==> config.mk <==
export PLATFORM = sky130hd
export DESIGN_NAME = fetch_stage
export DESIGN_NICKNAME = d
export VERILOG_FILES = /design/src/rtl/fetch_stage_pkg.sv /design/src/rtl/fetch_buffer.sv /design/src/rtl/fetch_stage.sv
export SDC_FILE = /design/constraint.sdc
export NUM_CORES = 1
export LEC_CHECK = 0
export ABC_AREA = 0
export CORE_ASPECT_RATIO = 1.75
export CORE_MARGIN = 4
export CORE_UTILIZATION = 50
export CTS_CLUSTER_DIAMETER = 120
export DETAILED_ROUTE_END_ITERATION = 10
export PLACE_DENSITY = 0.78
export RECOVER_POWER = 25
export SLEW_MARGIN = 15
export SYNTH_ARGS = -nofsm -noshare
export SYNTH_HDL_FRONTEND = slang
export SYNTH_SLANG_ARGS = --single-unit
export TNS_END_PERCENT = 20
==> constraint.sdc <==
create_clock -name clk -period 9.8 [get_ports clk]
set_clock_uncertainty 0.15 [all_clocks]
set_input_delay 1.96 -clock clk [delete_from_list [all_inputs] [get_ports clk]]
set_output_delay 1.96 -clock clk [all_outputs]
set_load 0.05 [all_outputs]
==> src/rtl/fetch_stage_pkg.sv <==
// Shared types and constants for the instruction-fetch stage.
// INST_NOP is also what decode uses when it flushes to a bubble.
package fetch_stage_pkg;

  localparam logic [31:0] INST_NOP         = 32'h0000_0013;
  localparam logic [31:0] RESET_PC_DEFAULT = 32'h0000_0000;

  typedef struct packed {
    logic [31:0] pc;
    logic [31:0] inst;
  } fb_entry_t;

  function automatic logic [31:0] word_align(input logic [31:0] addr);
    return {addr[31:2], 2'b00};
  endfunction

endpackage

==> src/rtl/fetch_buffer.sv <==
// Synchronous FIFO holding fetched {pc, instruction} pairs for the IF/ID boundary.
// The head is read straight from registers; a push into an empty buffer shows up next cycle.
module fetch_buffer
  import fetch_stage_pkg::*;
#(
  parameter int DEPTH = 2
) (
  input  logic                     clk,
  input  logic                     rst,
  input  logic                     push_i,
  input  fb_entry_t                push_data_i,
  input  logic                     pop_i,
  input  logic                     flush_i,
  output logic                     full_o,
  output logic                     empty_o,
  output logic [$clog2(DEPTH):0]   count_o,
  output fb_entry_t                head_o
);

  localparam int PTR_W = $clog2(DEPTH);
  localparam int CNT_W = PTR_W + 1;

  fb_entry_t              mem_q [DEPTH];
  logic [PTR_W-1:0]       rd_ptr_q, rd_ptr_d;
  logic [PTR_W-1:0]       wr_ptr_q, wr_ptr_d;
  logic [CNT_W-1:0]       count_q, count_d;
  logic                   pop_ok, push_ok;

  assign empty_o = (count_q == '0);
  assign full_o  = (count_q == CNT_W'(DEPTH));
  assign count_o = count_q;
  assign head_o  = mem_q[rd_ptr_q];

  // A full buffer may still take a push when the head leaves in the same cycle.
  assign pop_ok  = pop_i && !empty_o;
  assign push_ok = push_i && (!full_o || pop_ok);

  always_comb begin
    rd_ptr_d = rd_ptr_q;
    wr_ptr_d = wr_ptr_q;
    count_d  = count_q;
    if (flush_i) begin
      rd_ptr_d = '0;
      wr_ptr_d = '0;
      count_d  = '0;
    end else begin
      if (push_ok) wr_ptr_d = wr_ptr_q + PTR_W'(1);
      if (pop_ok)  rd_ptr_d = rd_ptr_q + PTR_W'(1);
      count_d = count_q + CNT_W'(push_ok) - CNT_W'(pop_ok);
    end
  end

  always_ff @(posedge clk) begin
    if (rst) begin
      rd_ptr_q <= '0;
      wr_ptr_q <= '0;
      count_q  <= '0;
    end else begin
      rd_ptr_q <= rd_ptr_d;
      wr_ptr_q <= wr_ptr_d;
      count_q  <= count_d;
    end
  end

  always_ff @(posedge clk) begin
    if (push_ok && !flush_i) mem_q[wr_ptr_q] <= push_data_i;
  end

  a_no_overflow: assert property (@(posedge clk) disable iff (rst)
    !(push_i && full_o && !pop_i && !flush_i));

endmodule

==> src/rtl/fetch_stage.sv <==
// Instruction-fetch stage: owns the PC, issues credit-limited in-order imem requests,
// buffers responses and drops those made stale by an execute redirect.
module fetch_stage
  import fetch_stage_pkg::*;
#(
  parameter logic [31:0] RESET_PC = RESET_PC_DEFAULT,
  parameter int          FB_DEPTH = 2
) (
  input  logic        clk,
  input  logic        rst,
  input  logic        stall,
  input  logic        redirect_valid,
  input  logic [31:0] redirect_pc,
  output logic        imem_req,
  output logic [31:0] imem_addr,
  input  logic        imem_gnt,
  input  logic        imem_rvalid,
  input  logic [31:0] imem_rdata,
  output logic        if_valid,
  output logic [31:0] if_instruction,
  output logic [31:0] if_pc,
  output logic [31:0] if_pc_plus4
);

  localparam int CNT_W = $clog2(FB_DEPTH) + 1;

  logic [31:0]      pc_q, pc_d;
  logic [CNT_W-1:0] inflight_q, inflight_d;
  logic [CNT_W-1:0] drop_q, drop_d;

  logic [CNT_W-1:0] fb_count;
  logic             fb_full, fb_empty;
  fb_entry_t        fb_head, fb_push_data;
  logic             fb_push, fb_pop;
  logic [CNT_W:0]   credits_used;
  logic             handshake, discard;

  // Slots already claimed: buffered entries plus responses that will still be kept.
  assign credits_used = {1'b0, fb_count} + {1'b0, inflight_q} - {1'b0, drop_q};
  assign imem_req     = !rst && !redirect_valid && (credits_used < (CNT_W+1)'(FB_DEPTH));
  assign imem_addr    = pc_q;
  assign handshake    = imem_req && imem_gnt;

  // Every kept in-flight request is contiguous and ends at pc_q-4, so the oldest one's PC
  // is pc_q minus four per outstanding request.
  assign discard           = imem_rvalid && ((drop_q != '0) || redirect_valid);
  assign fb_push           = imem_rvalid && !discard;
  assign fb_push_data.pc   = pc_q - (32'(inflight_q) << 2);
  assign fb_push_data.inst = imem_rdata;
  assign fb_pop            = !fb_empty && !stall && !redirect_valid;

  always_comb begin
    pc_d       = pc_q;
    inflight_d = inflight_q + CNT_W'(handshake) - CNT_W'(imem_rvalid);
    drop_d     = drop_q;
    if (redirect_valid) begin
      pc_d   = word_align(redirect_pc);
      drop_d = inflight_q - CNT_W'(imem_rvalid);
    end else begin
      if (handshake) pc_d = pc_q + 32'd4;
      if (imem_rvalid && (drop_q != '0)) drop_d = drop_q - CNT_W'(1);
    end
  end

  always_ff @(posedge clk) begin
    if (rst) begin
      pc_q       <= RESET_PC;
      inflight_q <= '0;
      drop_q     <= '0;
    end else begin
      pc_q       <= pc_d;
      inflight_q <= inflight_d;
      drop_q     <= drop_d;
    end
  end

  fetch_buffer #(
    .DEPTH (FB_DEPTH)
  ) u_fetch_buffer (
    .clk         (clk),
    .rst         (rst),
    .push_i      (fb_push),
    .push_data_i (fb_push_data),
    .pop_i       (fb_pop),
    .flush_i     (redirect_valid),
    .full_o      (fb_full),
    .empty_o     (fb_empty),
    .count_o     (fb_count),
    .head_o      (fb_head)
  );

  assign if_valid       = !fb_empty;
  assign if_instruction = if_valid ? fb_head.inst : INST_NOP;
  assign if_pc          = if_valid ? fb_head.pc : 32'd0;
  assign if_pc_plus4    = if_pc + 32'd4;

  a_inflight_max:  assert property (@(posedge clk) disable iff (rst) inflight_q <= CNT_W'(FB_DEPTH));
  a_drop_le_infl:  assert property (@(posedge clk) disable iff (rst) drop_q <= inflight_q);
  a_no_push_full:  assert property (@(posedge clk) disable iff (rst) !(fb_push && fb_full && !fb_pop));
  a_no_spurious_r: assert property (@(posedge clk) disable iff (rst) !(imem_rvalid && inflight_q == '0));

endmodule

==> results.toml, run 1 <==
[run_status]
status = "finished clean"

[timing]
layout_min_cycle_time_ns = 6.36
tns_ns = 0
fmax_mhz = 157
post-route-worst-setup-slack_ns = 3.44
final_max_slew_viol_count = 0
hold_viol = 0
report.final.setup_viol = 0
worstMarginPinSlew_ns = 1.11
rsz0062_at_grt = "no"
period_share_pct = 64.9
relSlewSlack_pct = 25.5

[grt]
grt_pass1_vias = 6494
grt_max_degree = 63
overflow = 0
grt_usage_pct = 21.3
antenna_found_initial = 0
grt_pass1_wl_mm = 32.2

[yosys]
netlist_top_cells_area = "edfxtp_1 44%, dfxtp_1 9.3%, mux2i_1 7.4%"
netlist_instances = 761
synth_ff_type = "edfxtp_1"
syn_area_per_cell_sq_um = 11.0
synth_top_cell_by_area = "edfxtp_1"
mappedNetlistArea_sq_um = 8390
ys_seq_area_share_pct = 53.7
synth_edf_count = 124
ys_async_sr_fraction_pct = 0
yosys_warnings = 0
yosysUniqueCellTypes = 60
synth_top_area_share_pct = 44.4
synth-seq-cells = 163

[finish]
fin_cells = 1164
insertedDiodeCount = 0
layout_commonest_cell = "clkdlybuf4s50_1"
layout_common_cells = "159 x clkdlybuf4s50_1, 124 x edfxtp_1, 90 x nor2_1"
area_delta_synth_final_pct = 30.7
nFillCells = 1313
drive_above_1_share_pct = 7.66
nNetsFinal = 1011

[worst_setup_path]
arrival_ns = 4.25
crit_type = "register to primary output"
slowest_delay_ns = 0.82
path_cells = "mux2i_1, or2_2, inv_1, ha_1, o21ai_0, a211oi_2, nand4_2, nor4_1, xor2_1, clkdlybuf4s50_1"
cp_num_buf_inv = 2
path_depth = 10
start_kind = "register"
r2r_setup_slack_ns = 6.36
critical-path-slowest-cell = "clkdlybuf4s50_1"
critPathCapture = "if_pc_plus4[28]"
end_kind = "primary output"
critPathTopFamily = "simple AND/OR/NAND/NOR gates"
worstPathMaxFanout = 43
rr_startpoint = "inflight_q[1]$_SDFF_PP0_"
r2r_cells = 12
timing.rr.end = "inflight_q[1]$_SDFF_PP0_"
crit_required_ns = 7.69

[clock_tree]
holdBufCountCts = 0
cts_setup_buffers = 0
post_cts_resized = 0
h-tree-depth = 4
clock_latency_ns = 0.42
cts_buffers = 17
cts_root_buf = "clkbuf_16"
cts_max_path_buffers = 2
cts.sinks = 163
cts_tree = "yes"
path_clk_slew_ns = 0.06

[routing]
finalWirelength_mm = 20.1
firstDrtPassIters = 5
remaining_drc_errors = 0
ant_nets = 0
first_iter_violations = 257
wl_per_cell_microns = 17.3
via_per_inst = 5.48
via_count = 6374

[place]
place_hpwl_mm = 14.6
placedCellCount = 1132
gp_congestion = 0.847
pre_cts_ws_ns = 3.83
portBuffers = 191

[flow_run]
cap_violations = 0

[power_and_ir_drop]
p_leak_uw = 0.00376
p_per_area_nw_per_um2 = 165
max-vdd-ir-drop_v = 0.000111

[hold_path]
worstHoldPathType = "register to register"
hold_path_depth = 2

[floorplan]
die_h_microns = 179
start_util_pct = 51.0
core_area_sq_um = 16400
rows = 62
die_x_microns = 106
io_pins = 200
fp.dieArea_sq_um = 19000
registers in the layout (all words and copies together), names as in the netlist, named ones only:
| name | flops |
|---|---|
| u_fetch_buffer.mem_q | 124 |
| drop_q | 2 |
| inflight_q | 2 |
| u_fetch_buffer.rd_ptr_q | 1 |
| u_fetch_buffer.wr_ptr_q | 1 |
| imem_addr | 30 |
| u_fetch_buffer.count_o | 2 |
cell usage after synthesis, types with 6 or more instances:
| library cell | instances |
|---|---|
| nor2_1 | 91 |
| a21oi_1 | 19 |
| edfxtp_1 | 124 |
| xnor2_1 | 23 |
| nor4_1 | 9 |
| nor3_1 | 25 |
| o21ai_0 | 18 |
| xor2_1 | 41 |
| nand4_1 | 17 |
| a31oi_1 | 18 |
| dfxtp_1 | 39 |
| buf_1 | 11 |
| buf_4 | 10 |
| o211ai_1 | 6 |
| or3_1 | 7 |
| nand3_1 | 21 |
| ha_1 | 11 |
| buf_2 | 16 |
| mux2i_1 | 62 |
| clkbuf_1 | 18 |
| and3_1 | 8 |
| inv_1 | 17 |
| nand2_1 | 59 |
| or4_1 | 8 |
| nor3_2 | 8 |
| a211oi_1 | 11 |
routing by layer:
metal / track usage, % / wire length, microns / vias up
met3: 3.62 / 852 / 47
li1: - / - / 3092
met4: 9.94 / 593 / 0
met2: 41.4 / 11200 / 202
met5: 0 / 0 / -
met1: 22.1 / 7500 / 3033
logic make-up (layout without fill, tap and decap cells):
kind of cell / count (synthesis) / in the layout / share of synthesized area [%]
buf+inv: 76 / 250 / 4.28
simple gates: 291 / 291 / 18.5
mux: 66 / 66 / 7.93
compound gates: 86 / 86 / 6.57
flops: 163 / 163 / 53.7
fa+ha+maj: 14 / 14 / 2.36
xor+xnor: 64 / 64 / 6.68
other cells: 1 / 6 / 0.0447
area by class of cell:
class	instances	area, sq um	share of cell area (%)
clock buffer	18	429	3.91
multi-input combinational	527	3520	32.1
inverter	18	67.6	0.616
sequential	163	4510	41.1
timing repair buffer	200	1980	18.0
tap	224	280	2.56
clock inverter	14	179	1.63
metrics by stage:
step                area, sq um  util [%]  hold WS, ns  power [uW]
global placement          10400      63.2        0.379        1140
global route              11000      66.7        0.427        1880
floorplan                  8410         -        0.370        1050
CTS                       11000      66.9        0.399        1830
detailed placement        10400      63.2        0.386        1150
finish                    11000      66.7        0.403        1810
power breakdown:
group	internal [uW]	switching [uW]	leakage (uW)
registers	787	31.3	0.00146
logic	115	197	0.00201
clock network	405	277	0.000284
worst min path at each step:
stage                                         startpoint  endpoint  slack (ns)
floorplan           u_fetch_buffer.rd_ptr_q$_SDFFE_PP0N_  register        0.37
global placement    u_fetch_buffer.rd_ptr_q$_SDFFE_PP0N_  register        0.38
detailed placement  u_fetch_buffer.rd_ptr_q$_SDFFE_PP0N_  register        0.39
CTS                 u_fetch_buffer.rd_ptr_q$_SDFFE_PP0N_  register        0.40
global route        u_fetch_buffer.rd_ptr_q$_SDFFE_PP0N_  register        0.43
finish              u_fetch_buffer.rd_ptr_q$_SDFFE_PP0N_  register        0.40
worst register-to-register path: stages, from the launching register on:
cell	delay [ns]
dfxtp_1	0.37
fa_1	0.56
inv_1	0.06
fa_1	0.52
nor3b_2	0.21
and3_1	0.20
buf_4	0.23
inv_2	0.25
ha_1	0.35
inv_1	0.04
ha_1	0.18
xnor2_1	0.16
nor2_1	0.05
(Power assumes the default switching activity.)
==> run 2, diff against run 1 <==
- clock period: 9.8 -> 6.7 ns (I/O delays scaled with it)
==> results.toml, run 2 (synthesis results as in run 1) <==
[power_and_ir_drop]
p_leak_uw = 0.00374
intPower_uw = 1840
p_sw_share_pct = 28.9
finalPower_uw = 2590
p_clk_share_pct = 36.0
combinationalPowerShare_pct = 17.7
power_switching_uw = 748
max-vdd-ir-drop_v = 0.000174
seq_power_share_pct = 46.2
p_per_area_nw_per_um2 = 237

[clock_tree]
cts_tree = "yes"
cts_root_buf = "clkbuf_16"
cts_max_path_buffers = 2
path_clk_slew_ns = 0.06
cts_buffers = 17
post_cts_resized = 0
holdBufCountCts = 0
cts_setup_buffers = 0
cts.sinks = 163
clock_latency_ns = 0.42
h-tree-depth = 4

[finish]
nNetsFinal = 1010
nFillCells = 1308
largest_reg_flops = 124
top_register = "u_fetch_buffer.mem_q"
layout_commonest_cell = "clkdlybuf4s50_1"
area_delta_synth_final_pct = 30.2
insertedDiodeCount = 0
layout_common_cells = "158 x clkdlybuf4s50_1, 124 x edfxtp_1, 90 x nor2_1"
drive_above_1_share_pct = 7.56

[grt]
grt_pass1_vias = 6384
grt_max_degree = 63
overflow = 0
antenna_found_initial = 0
grt_pass1_wl_mm = 31.5
grt_usage_pct = 21.0

[worst_setup_path]
r2r_setup_slack_ns = 2.87
worstPathMaxFanout = 50
r2r_cells = 10
rr_startpoint = "inflight_q[1]$_SDFF_PP0_"
crit_type = "register to primary output"
start_kind = "register"
crit_required_ns = 5.21
end_kind = "primary output"
arrival_ns = 4.34
timing.rr.end = "inflight_q[0]$_SDFF_PP0_"

[routing]
via_count = 6382
firstDrtPassIters = 5
ant_nets = 0
via_per_inst = 5.49
first_iter_violations = 289
wl_per_cell_microns = 17.3
remaining_drc_errors = 0
finalWirelength_mm = 20.1

[hold_path]
worstHoldPathType = "register to register"
hold_path_depth = 2
hold_start = "u_fetch_buffer.rd_ptr_q$_SDFFE_PP0N_"

[timing]
layout_min_cycle_time_ns = 5.83
worstMarginPinSlew_ns = 1.79
relSlewSlack_pct = -19.5
tns_ns = 0
rsz0062_at_grt = "no"
hold_viol = 0
final_max_slew_viol_count = 39
fmax_mhz = 171
period_share_pct = 87.1
report.final.setup_viol = 0

[flow_run]
cap_violations = 1

[run_status]
violations = "capacitance limit, slew limit"
status = "finished with violations"

[floorplan]
core_area_sq_um = 16400
start_util_pct = 51.0
die_x_microns = 106
fp.dieArea_sq_um = 19000
io_pins = 200
rows = 62
die_h_microns = 179

[place]
place_hpwl_mm = 14.6
gp_congestion = 0.856
portBuffers = 191
==> run 2: critical path, cell delays in order (launching register included) <==
cell and delay, ns:
dfxtp_4 0.63, buf_4 0.68, mux2i_1 0.21, nor3_2 0.31
nand4_1 0.57, a211oi_1 0.47, xor2_1 0.21, clkdlybuf4s50_1 0.83
==> run 2: layer usage <==
metal	GRT usage, %	up-vias	part of all wire [%]
met5	0	-	0
met4	8.70	0	3.0
met3	3.69	48	4.2
met2	39.8	204	55
met1	22.9	3037	37
li1	-	3093	-
==> run 2: worst max path at each step <==
stage | start | end | slack, ns | cells after the start
detailed placement | register | if_pc_plus4[31] | 1.26 | 7
finish | register | if_pc_plus4[15] | 0.87 | 7
global placement | register | if_pc_plus4[15] | 1.28 | 7
CTS | register | if_pc_plus4[31] | 0.81 | 7
floorplan | redirect_valid | u_fetch_buffer.mem_q[0][0]$_DFFE_PP_ | 0.82 | 3
global route | register | if_pc_plus4[15] | 0.54 | 7
==> run 2: power by group through the flow <==
| stage | sequential, uW | combinational [uW] | clock, uW |
|---|---|---|---|
| after global placement | 1220 | 458 | 0 |
| after CTS | 1200 | 472 | 948 |
| after floorplan | 1240 | 292 | 0 |
| final | 1200 | 458 | 932 |
| after global routing | 1200 | 495 | 994 |
| after detailed placement | 1220 | 470 | 0 |
==> run 2: metrics by stage <==
stage	hold WS, ns	std cells	util (%)	cell area, sq um	worst slack (ns)
CTS	0.403	1163	66.7	11000	0.809
global placement	0.381	1131	63.2	10400	1.28
global route	0.460	1163	66.5	10900	0.535
finish	0.400	1163	66.5	10900	0.866
detailed placement	0.393	1131	63.2	10400	1.26
floorplan	0.370	766	-	8420	0.821
==> run 2: cell type report <==
class | count | area [sq um] | share of cell area (%)
clock buffer | 17 | 425 | 3.89
clock inverter | 15 | 145 | 1.33
inverter | 18 | 67.6 | 0.618
multi-input combinational | 527 | 3540 | 32.3
sequential | 163 | 4510 | 41.2
tap | 224 | 280 | 2.56
timing repair buffer | 199 | 1970 | 18.0
==> run 3, diff against run 2 <==
==> constraint.sdc (replaced) <==
create_clock -name clk -period 6.7 [get_ports clk]
set_clock_uncertainty 0.15 [all_clocks]
set_input_delay 0.67 -clock clk [delete_from_list [all_inputs] [get_ports clk]]
set_output_delay 0.67 -clock clk [all_outputs]
set_load 0.05 [all_outputs]
==> results.toml, run 3 (synthesis results as in run 1) <==
[run_status]
status = "finished with violations"
violations = "capacitance limit, slew limit"

[finish]
largest_reg_flops = 124
nFillCells = 1303
drive_above_1_share_pct = 7.87
top_register = "u_fetch_buffer.mem_q"
final_area_sq_um = 11000
layout_common_cells = "158 x clkdlybuf4s50_1, 124 x edfxtp_1, 90 x nor2_1"
layout_commonest_cell = "clkdlybuf4s50_1"
post-route-util_pct = 66.8
nNetsFinal = 1011
area_delta_synth_final_pct = 31.0
insertedDiodeCount = 0

[worst_setup_path]
path_cells = "buf_4, mux2i_1, nor3_2, nand4_1, nor4_1, xor2_1, clkdlybuf4s50_1"
timing.rr.end = "inflight_q[1]$_SDFF_PP0_"
start_kind = "register"
slowest_delay_ns = 0.82
crit_type = "register to primary output"
critPathTopFamily = "buffers and inverters"
worstPathMaxFanout = 40
end_kind = "primary output"
cp_num_buf_inv = 2
rr_startpoint = "inflight_q[1]$_SDFF_PP0_"
arrival_ns = 4.41
crit_required_ns = 5.88
r2r_setup_slack_ns = 3.24
critical-path-slowest-cell = "clkdlybuf4s50_1"
r2r_cells = 12

[routing]
firstDrtPassIters = 5
finalWirelength_mm = 20.1
ant_nets = 0
via_per_inst = 5.51
wl_per_cell_microns = 17.2
first_iter_violations = 274
remaining_drc_errors = 0
via_count = 6412

[clock_tree]
post_cts_resized = 0
cts_max_path_buffers = 2
cts_root_buf = "clkbuf_16"
cts_buffers = 17
cts_setup_buffers = 0
cts.sinks = 163
path_clk_slew_ns = 0.07
clock_latency_ns = 0.42
holdBufCountCts = 0
cts_tree = "yes"
h-tree-depth = 4

[power_and_ir_drop]
combinationalPowerShare_pct = 17.4
p_sw_share_pct = 27.8
intPower_uw = 1910
p_leak_uw = 0.00378
seq_power_share_pct = 45.2
power_switching_uw = 736
p_per_area_nw_per_um2 = 241
max-vdd-ir-drop_v = 0.000162
p_clk_share_pct = 37.5

[flow_run]
cap_violations = 1

[timing]
fmax_mhz = 191
holdWs_ns = 0.406
relSlewSlack_pct = -26.7
hold_viol = 0
tns_ns = 0
post-route-worst-setup-slack_ns = 1.47
period_share_pct = 78.1
rsz0062_at_grt = "no"
worstMarginPinSlew_ns = 1.90
report.final.setup_viol = 0
final_max_slew_viol_count = 40
layout_min_cycle_time_ns = 5.23

[hold_path]
worstHoldPathType = "register to register"
hold_path_depth = 2
hold_start = "u_fetch_buffer.rd_ptr_q$_SDFFE_PP0N_"

[grt]
grt_usage_pct = 20.8
grt_pass1_vias = 6352
antenna_found_initial = 0
overflow = 0
grt_pass1_wl_mm = 31.4
grt_max_degree = 63

[place]
portBuffers = 191
place_hpwl_mm = 14.5
placed_area_sq_um = 10400
gp_congestion = 0.870
pre_cts_ws_ns = 1.82

[floorplan]
start_util_pct = 51.0
io_pins = 200
die_x_microns = 106
die_h_microns = 179
rows = 62
fp.dieArea_sq_um = 19000
core_area_sq_um = 16400
[run 3: changes by cell type in the layout (fill, tap and decap cells not counted), sizes merged]
cell and delta:
clkbuf +1, clkinv +2, inv -1, clkinvlp -4, buf +1, bufinv +2
[run 3: routing by layer]
layer	wire length (microns)	track usage (%)	up-vias	share of wire (%)
li1	-	-	3107	-
met1	7580	22.3	3074	38
met2	11200	40.0	197	56
met3	815	3.01	34	4.1
met4	480	9.24	0	2.4
met5	0	0	-	0
[run 3: layout make-up]
class                      count  area [sq um]  share of cell area (%)
clock inverter                14           176                    1.61
inverter                      18          67.6                   0.615
tap                          224           280                    2.55
timing repair buffer         200          1980                    18.0
sequential                   163          4510                    41.0
clock buffer                  18           429                    3.90
multi-input combinational    527          3550                    32.3
[run 3: worst max-delay path by stage]
stage	startpoint	endpoint	depth (start not counted)	slack (ns)
6_report	register	if_pc_plus4[31]	7	1.47
5_1_grt	register	if_pc_plus4[31]	7	1.15
4_1_cts	register	if_pc_plus4[31]	7	1.36
3_5_place_dp	register	if_pc_plus4[31]	7	1.82
3_3_place_gp	register	if_pc_plus4[15]	7	1.90
2_1_floorplan	redirect_valid	u_fetch_buffer.mem_q[0][0]$_DFFE_PP_	3	1.49
[run 3: metrics by stage]
step                      std cells  total power [uW]
after floorplan                 766              1530
after global placement         1132              1670
after detailed placement       1132              1690
after CTS                      1164              2680
after global routing           1164              2750
final                          1164              2650
[run 3: power groups by stage]
stage | clock network (uW) | registers (uW) | logic, uW
6_report | 992 | 1200 | 460
2_1_floorplan | 0 | 1240 | 292
4_1_cts | 1010 | 1200 | 472
3_3_place_gp | 0 | 1220 | 458
3_5_place_dp | 0 | 1220 | 469
5_1_grt | 1050 | 1200 | 497
[run 3: worst reg2reg max path, delay by kind of cell (launching register included)]
| kind | cells | cell delay [ns] |
|---|---|---|
| flops | 1 | 0.37 |
| fa+ha+maj | 4 | 1.47 |
| simple gates | 3 | 0.50 |
| xor+xnor | 1 | 0.13 |
| buf+inv | 4 | 0.71 |
